==> src/rtl/instr_pkg.sv <==
// Shared MIPS field definitions for the instruction packer and splitter.
// Slice positions are the single source of truth for both directions.
package instr_pkg;

  localparam logic [1:0] FMT_R   = 2'd0;
  localparam logic [1:0] FMT_I   = 2'd1;
  localparam logic [1:0] FMT_J   = 2'd2;
  localparam logic [1:0] FMT_RSV = 2'd3;

  typedef enum logic [1:0] {IDLE, RUN, DONE} state_t;

  localparam int OP_MSB    = 31;
  localparam int OP_LSB    = 26;
  localparam int RS_MSB    = 25;
  localparam int RS_LSB    = 21;
  localparam int RT_MSB    = 20;
  localparam int RT_LSB    = 16;
  localparam int RD_MSB    = 15;
  localparam int RD_LSB    = 11;
  localparam int S_MSB     = 10;
  localparam int S_LSB     = 6;
  localparam int FUNCT_MSB = 5;
  localparam int FUNCT_LSB = 0;
  localparam int IMM16_MSB = 15;
  localparam int IMM26_MSB = 25;

  typedef struct packed {
    logic [1:0]  fmt;
    logic [5:0]  op;
    logic [4:0]  rs;
    logic [4:0]  rt;
    logic [4:0]  rd;
    logic [4:0]  s;
    logic [5:0]  funct;
    logic [15:0] imm16;
    logic [25:0] imm26;
  } fields_t;

endpackage

==> src/rtl/instr_field_pack.sv <==
// Combinational field-to-word packer; reserved format yields a nop word
// and raises rsv so the caller can flag it.
module instr_field_pack
  import instr_pkg::*;
(
  input  fields_t     f,
  output logic [31:0] word,
  output logic        rsv
);

  always_comb begin
    word = '0;
    rsv  = 1'b0;
    case (f.fmt)
      FMT_R: begin
        word[OP_MSB:OP_LSB]       = f.op;
        word[RS_MSB:RS_LSB]       = f.rs;
        word[RT_MSB:RT_LSB]       = f.rt;
        word[RD_MSB:RD_LSB]       = f.rd;
        word[S_MSB:S_LSB]         = f.s;
        word[FUNCT_MSB:FUNCT_LSB] = f.funct;
      end
      FMT_I: begin
        word[OP_MSB:OP_LSB] = f.op;
        word[RS_MSB:RS_LSB] = f.rs;
        word[RT_MSB:RT_LSB] = f.rt;
        word[IMM16_MSB:0]   = f.imm16;
      end
      FMT_J: begin
        word[OP_MSB:OP_LSB] = f.op;
        word[IMM26_MSB:0]   = f.imm26;
      end
      FMT_RSV: rsv = 1'b1;
    endcase
  end

endmodule

==> src/rtl/instr_packer.sv <==
// Packs decoded MIPS fields into words and streams them into the IM write
// port from a programmable base index, with a one-entry output register.
module instr_packer
  import instr_pkg::*;
#(
  parameter int ADDR_W = 10
) (
  input  logic              clk,
  input  logic              reset,
  input  logic              start,
  input  logic [ADDR_W-1:0] base_idx,
  input  logic              in_valid,
  output logic              in_ready,
  input  logic [1:0]        in_fmt,
  input  logic [5:0]        in_op,
  input  logic [4:0]        in_rs,
  input  logic [4:0]        in_rt,
  input  logic [4:0]        in_rd,
  input  logic [4:0]        in_s,
  input  logic [5:0]        in_funct,
  input  logic [15:0]       in_imm16,
  input  logic [25:0]       in_imm26,
  input  logic              in_last,
  output logic              we,
  output logic [ADDR_W-1:0] waddr,
  output logic [31:0]       wdata,
  input  logic              wready,
  output logic              busy,
  output logic              done,
  output logic [ADDR_W:0]   count,
  output logic [1:0]        err
);

  localparam logic [ADDR_W:0]   CNT_MAX = {1'b1, {ADDR_W{1'b0}}};
  localparam logic [ADDR_W:0]   CNT_ONE = {{ADDR_W{1'b0}}, 1'b1};
  localparam logic [ADDR_W-1:0] ADR_ONE = {{(ADDR_W-1){1'b0}}, 1'b1};

  state_t            state, state_nxt;
  fields_t           fld;
  logic [31:0]       pack_word;
  logic              pack_rsv;
  logic [ADDR_W-1:0] nxt_addr;
  logic              out_last;
  logic              at_top;
  logic              accept;
  logic              wr_hs;

  assign fld = '{fmt: in_fmt, op: in_op, rs: in_rs, rt: in_rt, rd: in_rd,
                 s: in_s, funct: in_funct, imm16: in_imm16, imm26: in_imm26};

  instr_field_pack u_pack (
    .f    (fld),
    .word (pack_word),
    .rsv  (pack_rsv)
  );

  assign wr_hs  = we && wready;
  assign accept = in_valid && in_ready;

  always_ff @(posedge clk or negedge reset) begin
    if (!reset) state <= IDLE;
    else        state <= state_nxt;
  end

  // Input stalls while the output slot is occupied and not draining, and
  // closes for good once the last word of the run sits in the slot.
  always_comb begin
    state_nxt = state;
    busy      = (state != IDLE);
    done      = 1'b0;
    in_ready  = 1'b0;
    case (state)
      IDLE: if (start) state_nxt = RUN;
      RUN: begin
        in_ready = (!we || wready) && !(we && out_last);
        if (wr_hs && out_last) state_nxt = DONE;
      end
      DONE: begin
        done      = 1'b1;
        state_nxt = IDLE;
      end
      default: state_nxt = IDLE;
    endcase
  end

  always_ff @(posedge clk or negedge reset) begin
    if (!reset) begin
      we       <= 1'b0;
      waddr    <= '0;
      wdata    <= '0;
      out_last <= 1'b0;
      nxt_addr <= '0;
      count    <= '0;
      err      <= '0;
      at_top   <= 1'b0;
    end else begin
      if (state == IDLE && start) begin
        nxt_addr <= base_idx;
        count    <= '0;
        err      <= '0;
        at_top   <= 1'b0;
        out_last <= 1'b0;
      end
      if (wr_hs) begin
        we <= 1'b0;
        if (count != CNT_MAX) count <= count + CNT_ONE;
      end
      // A same-edge accept overrides the we clear above (back-to-back).
      if (accept) begin
        we       <= 1'b1;
        waddr    <= nxt_addr;
        wdata    <= pack_word;
        out_last <= in_last;
        nxt_addr <= nxt_addr + ADR_ONE;
        at_top   <= &nxt_addr;
        if (pack_rsv) err[0] <= 1'b1;
        if (at_top)   err[1] <= 1'b1;
      end
    end
  end

endmodule

==> config.mk <==
export PLATFORM = sky130hd
export DESIGN_NAME = instr_packer
export DESIGN_NICKNAME = d
export VERILOG_FILES = /design/src/rtl/instr_pkg.sv /design/src/rtl/instr_field_pack.sv /design/src/rtl/instr_packer.sv
export SDC_FILE = /design/constraint.sdc
export NUM_CORES = 1
export LEC_CHECK = 0
export ABC_AREA = 0
export BUFFER_PORTS_ARGS = -buffer_cell sky130_fd_sc_hd__buf_2
export CAP_MARGIN = 0
export CORE_ASPECT_RATIO = 0.6
export CORE_MARGIN = 5
export CORE_UTILIZATION = 40
export CTS_BUF_LIST = sky130_fd_sc_hd__clkbuf_4
export CTS_CLUSTER_DIAMETER = 200
export DETAILED_ROUTE_END_ITERATION = 10
export PLACE_DENSITY = 0.66
export SLEW_MARGIN = 20
export SYNTH_ARGS = -nofsm -noshare
export SYNTH_HDL_FRONTEND = slang
export SYNTH_SLANG_ARGS = --single-unit
==> constraint.sdc <==
create_clock -name clk -period 5.2 [get_ports clk]
set_clock_uncertainty 0.05 [all_clocks]
set_input_delay 0.78 -clock clk [delete_from_list [all_inputs] [get_ports clk]]
set_output_delay 0.78 -clock clk [all_outputs]
set_load 0.1 [all_outputs]
==> run_results.csv, run 1 <==
group,metric,value,unit
status,outcome,"complete, no violations",
grt,grt_usage,18.3,%
setup_path,cp_num_buf_inv,1,
die,die_x,129,um
routing,first_iter_violations,147,
timing,relSlewSlack,31.5,%
yosys,synth-edff-count,0,
die,die-area,10500,um^2
timing,fin_crit,2.53,ns
flow_run,maxCapViolations,0,
timing,rsz0062_at_grt,"false",
routing,antenna_left,0,
clock_tree,cts_resized,0,
clock_tree,cts-root-buf,"clkbuf_4",
die,fp.dieH,81.5,um
final_layout,fin_util,51.8,%
timing,worst_slew_pin_slew,1.03,ns
yosys,yosysTopAreaCellShare,51.4,%
final_layout,areaGrowthSynthToFinish,27.5,%
timing,drv_slew,0,
yosys,netlist_instances,373,
setup_path,worstPathRequired,4.37,ns
grt,grt_pass1_wl,15.2,mm
final_layout,final_common_cell,"buf_2",
setup_path,crit_arrival,1.70,ns
final_layout,layout_common_cells,"buf_2 (150), nand2_1 (80), dfrtp_1 (70), nor2_1 (48), o21ai_0 (23)",
setup_path,r2r_slack,3.11,ns
timing,period_share,48.7,%
routing,vias_per_cell,5.08,
yosys,synth.lib_cells_used.distinct,46,
yosys,syn_nets,468,
placed_design,io_buffers,150,
setup_path,r2r_cells,4,
yosys,ys_seq_elements,70,
final_layout,nets,609,
timing,fmax,395,MHz
yosys,async_flop_share,100,%
timing,hold_violations,0,
setup_path,reg2reg_to,"nxt_addr[8]",
timing,setup_viol_count_final,0,
clock_tree,h-tree-depth,3,
final_layout,n_antenna_cell,0,
grt,antenna_found_initial,1,
timing,setup_tns,0,ns
setup_path,rr_startpoint,"state[1]",
placed_design,dp_hpwl,6.97,mm
clock_tree,cts_tree,"yes",
routing,wl,9.36,mm
die,io_pins,151,
routing,first_pass_iters,4,
clock_tree,clk_pin_slew_worst_paths,0.10,ns
yosys,avgSynthCellArea,9.13,um^2
clock_tree,numCtsBuffers,9,
die,rows,26,
clock_tree,postCtsSetupBuffers,0,
clock_tree,clock_latency,0.41,ns
routing,drc,0,
setup_path,slowest_stage,"buf_2",
yosys,seq_area_frac_synth,51.4,%
die,start_util,40.6,%
setup_path,path_cells,"nand2b_2 -> a21oi_1 -> buf_2",
clock_tree,cts_buffer_depth,2,
yosys,ys.flop_type,"dfrtp_1",
final_layout,layout-drive-gt1-share,33.1,%
yosys,ys.warnings.count,0,
setup_path,endpoint_kind,"primary output",
placed_design,gp_congestion,0.824,
routing,wire_per_inst,14.8,um
yosys,synth_area,3410,um^2
setup_path,slowest_delay,0.44,ns
yosys,yosysTopAreaCell,"dfrtp_1",
min_path,hold_path.class,"input pin to async pin",
grt,grt_start_max_net_pins,74,
setup_path,crit_type,"flop to primary output",
setup_path,critical-path-top-delay-family,"buffers and inverters",
die,core_area,8390,um^2
grt,grt_overflow_total,0,
setup_path,cp_max_fo,5,
routing,num_vias,3204,
yosys,synth.area.top_cells,"dfrtp_1 (51%), nand2_1 (8.8%), mux2i_1 (6.2%), nor2_1 (5.4%), o21ai_0 (3.4%)",
setup_path,critPathLaunchType,"flop",
clock_tree,hold_buffers,0,
grt,grt_pass1_vias,3205,
clock_tree,clock_sinks,70,
how the worst max path moves through the flow:
stage / start / end / slack, ns / cells after the start
global placement: wready / nxt_addr[8] / 2.57 / 5
global route: state[1] / in_ready / 2.56 / 3
finish: state[1] / in_ready / 2.67 / 3
detailed placement: in_fmt[1] / wdata[10] / 2.50 / 5
floorplan: we / in_ready / 1.85 / 2
CTS: state[1] / in_ready / 2.63 / 3
worst register-to-register path, stage by stage, from the launching register on:
cell,delay [ns]
dfrtp_1,0.41
nand2b_2,0.28
a211o_4,0.60
or4_1,0.58
nand3_1,0.09
registers in the layout, indices dropped and copies added (netlist names):
register / count
out_last: 1
at_top: 1
err: 2
wdata: 32
count: 11
we: 1
waddr: 10
nxt_addr: 10
state: 2
per-stage QoR:
stage / setup slack, ns / std cells / hold slack, ns / instance area (um^2)
CTS: 2.63 / 631 / 0.308 / 4340
detailed placement: 2.50 / 615 / 0.405 / 4230
global placement: 2.57 / 615 / 0.394 / 4230
finish: 2.67 / 631 / 0.323 / 4340
global route: 2.56 / 631 / 0.347 / 4340
floorplan: 1.85 / 373 / 0.381 / 3410
cell type report:
type                       count  area (um^2)
clock buffer                  13         97.6
clock inverter                 3         11.3
fill                         798         4050
inverter                       8         30.0
multi-input combinational    273         1550
sequential                    70         1750
tap                          112          140
timing repair buffer         152          766
cell usage after synthesis (3+ instances only):
cell type	number
a21oi_1	18
a221oi_1	10
buf_2	5
clkbuf_1	14
dfrtp_1	70
ha_1	3
inv_1	8
mux2i_1	21
nand2_1	80
nand3_1	15
nand4_1	6
nor2_1	49
nor3_1	5
o211ai_1	3
o21ai_0	23
metal layers:
metal / vias up / GRT usage (%) / wire (um) / share of wire (%)
li1: 1592 / - / - / -
met1: 1496 / 24.4 / 4440 / 47
met2: 105 / 28.5 / 4040 / 43
met3: 9 / 6.89 / 783 / 8.4
met4: 2 / 4.72 / 83 / 0.89
met5: - / 0 / 13 / 0.14
cell families (layout without fill, tap and decap cells):
family	after synthesis	in the layout	share of synthesized area, %
adder cells (fa/ha/maj)	3	3	1.10
flip-flops	70	70	51.4
AO/OA/AOI/OAI	77	77	15.5
XOR/XNOR	2	2	0.514
AND/OR/NAND/NOR	170	170	21.6
multiplexers	21	21	6.17
buffers and inverters	30	176	3.71
Power of run 1 is not shown: default switching activity piles up to over one toggle a cycle in this logic, so the estimate is an artifact.
==> run 2: changes to the inputs <==
--- a/config.mk
+++ b/config.mk
@@ -5,7 +5,7 @@
 export SDC_FILE = /design/constraint.sdc
 export NUM_CORES = 1
 export LEC_CHECK = 0
-export ABC_AREA = 0
+export ABC_AREA = 1
 export BUFFER_PORTS_ARGS = -buffer_cell sky130_fd_sc_hd__buf_2
 export CAP_MARGIN = 0
 export CORE_ASPECT_RATIO = 0.6
==> constraint.sdc (replaced) <==
create_clock -name clk -period 2.6 [get_ports clk]
set_clock_uncertainty 0.05 [all_clocks]
set_input_delay 0.39 -clock clk [delete_from_list [all_inputs] [get_ports clk]]
set_output_delay 0.39 -clock clk [all_outputs]
set_load 0.1 [all_outputs]
==> run_results.csv, run 2 <==
group,metric,value,unit
routing,vias_per_cell,4.76,
yosys,ys.warnings.count,0,
yosys,syn_nets,558,
flow_run,maxCapViolations,0,
final_layout,layout_common_cells,"nand2_1 (208), buf_2 (149), dfrtp_1 (70), nand3_1 (39), inv_1 (34)",
grt,use_met1,25.6,%
timing,fin_crit,1.99,ns
yosys,ys.flop_type,"dfrtp_1",
clock_tree,numCtsBuffers,9,
yosys,synth.area.top_cells,"dfrtp_1 (49%), nand2_1 (22%), nand3_1 (5.5%), inv_1 (3.6%), o21ai_0 (3.1%)",
die,fp.dieH,83.0,um
grt,grt_overflow_total,0,
timing,setup_ws,0.613,ns
grt,grt_usage,18.4,%
routing,drc,0,
clock_tree,cts_resized,0,
timing,setup_viol_count_final,0,
timing,hold_violations,0,
timing,relSlewSlack,40.3,%
placed_design,post-place-ws,0.606,ns
grt,use_met2,27.8,%
setup_path,worstPathRequired,2.16,ns
min_path,hold_path.class,"input pin to async pin",
clock_tree,clock_latency,0.40,ns
clock_tree,clk_pin_slew_worst_paths,0.11,ns
clock_tree,hold_buffers,0,
setup_path,cp_max_fo,4,
timing,drv_slew,0,
clock_tree,cts_tree,"yes",
yosys,synth.lib_cells_used.distinct,29,
status,outcome,"complete, no violations",
clock_tree,postCtsSetupBuffers,0,
grt,grt_pass1_vias,3371,
timing,setup_tns,0,ns
routing,wl,10.1,mm
yosys,yosysTopAreaCell,"dfrtp_1",
die,rows,26,
die,die_x,132,um
yosys,synth_area,3550,um^2
grt,antenna_found_initial,0,
final_layout,largestRegisters,"wdata (32), count (11)",
timing,whs,0.0210,ns
die,die-area,10900,um^2
yosys,yosysTopAreaCellShare,49.3,%
clock_tree,cts_buffer_depth,2,
final_layout,layout-drive-gt1-share,28.7,%
setup_path,crit_arrival,1.55,ns
yosys,netlist_instances,463,
final_layout,final_common_cell,"nand2_1",
setup_path,critPathLaunchType,"flop",
clock_tree,clock_sinks,70,
final_layout,regMostFlops,"wdata",
clock_tree,cts-root-buf,"clkbuf_4",
placed_design,gp_congestion,0.858,
final_layout,areaGrowthSynthToFinish,25.9,%
yosys,synth_common_cells,"nand2_1 (208), dfrtp_1 (70), nand3_1 (39)",
timing,fmax,503,MHz
yosys,ys_seq_elements,70,
die,core_area,8590,um^2
grt,grt.met3_usage,6.40,%
timing,rsz0062_at_grt,"false",
yosys,async_flop_share,100,%
die,start_util,41.3,%
yosys,synth.most_common_cell,"nand2_1",
final_layout,nets,704,
placed_design,io_buffers,150,
routing,num_vias,3457,
grt,top_usage_layer,"met2",
setup_path,crit_type,"flop to primary output",
routing,first_iter_violations,218,
routing,antenna_left,0,
die,io_pins,151,
setup_path,path_cells,"nor2_2 -> nand2_1 -> inv_1 -> buf_2",
yosys,seq_area_frac_synth,49.3,%
timing,period_share,76.4,%
yosys,avgSynthCellArea,7.67,um^2
routing,wire_per_inst,13.9,um
yosys,synth-edff-count,0,
grt,grt_pass1_wl,16.7,mm
setup_path,slowest_delay,0.43,ns
routing,first_pass_iters,4,
setup_path,slowest_stage,"dfrtp_1",
timing,worst_slew_pin_slew,0.895,ns
grt,grt_start_max_net_pins,71,
clock_tree,h-tree-depth,3,
placed_design,dp_hpwl,7.62,mm
final_layout,n_antenna_cell,0,
setup_path,endpoint_kind,"primary output",
final_layout,largest_reg_flops,32,
==> run 2: cell types whose count changed in the layout (fill, tap and decap cells not counted), sizes merged, moves of 7 or more <==
cell / delta
mux2i: -21
a22o: +9
nand3: +25
nor2: -29
xor2: +7
a21oi: -16
a221oi: -10
nand2: +130
inv: +28
==> run 2: cell type report <==
| cell class | count | area [um^2] |
|---|---|---|
| Fill cell | 855 | 4120 |
| Inverter | 37 | 139 |
| Clock buffer | 11 | 82.6 |
| Multi-Input combinational cell | 338 | 1550 |
| Clock inverter | 5 | 26.3 |
| Tap cell | 112 | 140 |
| Sequential cell | 70 | 1750 |
| Timing Repair Buffer | 153 | 776 |
==> run 2: logic make-up after synthesis <==
logic type	Yosys count	synth area share [%]
xor gates and xnor gates	12	2.96
and+or+nand+nor	277	31.6
buffers and inverters	55	6.87
DFF	70	49.3
adders and majority gates	3	1.06
AOI/OAI and AO/OA	46	8.18
==> run 2: worst max-delay path: cells and delay by family, from the launching register on <==
kind / cells / cell delay, ns
buffers and inverters: 2 / 0.46
DFF: 1 / 0.43
and+or+nand+nor: 2 / 0.24
==> run 2: per-stage QoR <==
| stage | std cells | instance area [um^2] | util (%) |
|---|---|---|---|
| 4_1_cts | 726 | 4470 | 52.0 |
| 6_report | 726 | 4470 | 52.0 |
| 5_1_grt | 726 | 4470 | 52.0 |
| 3_3_place_gp | 710 | 4360 | 50.8 |
| 2_1_floorplan | 463 | 3550 | - |
| 3_5_place_dp | 710 | 4360 | 50.8 |
==> run 2: path summary, 6_finish.rpt <==
check,from,end,slack [ns],cells after the start
max reg2reg,state[1],wdata[26],0.72,5
min reg2reg,wdata[19],wdata[19],0.43,2
min,reset,wdata[29],0.02,1
min in group clk,in_op[1],wdata[27],0.17,3
max,state[1],in_ready,0.61,4
max in group asynchronous,reset,wdata[1],1.86,1
==> run 2: routing by layer <==
layer | vias to the layer above | part of all wire [%]
met5 | - | 0
met4 | 0 | 0.70
met3 | 7 | 6.6
met2 | 97 | 45
met1 | 1599 | 48
li1 | 1754 | -
Power of run 2 is left out for the same reason.
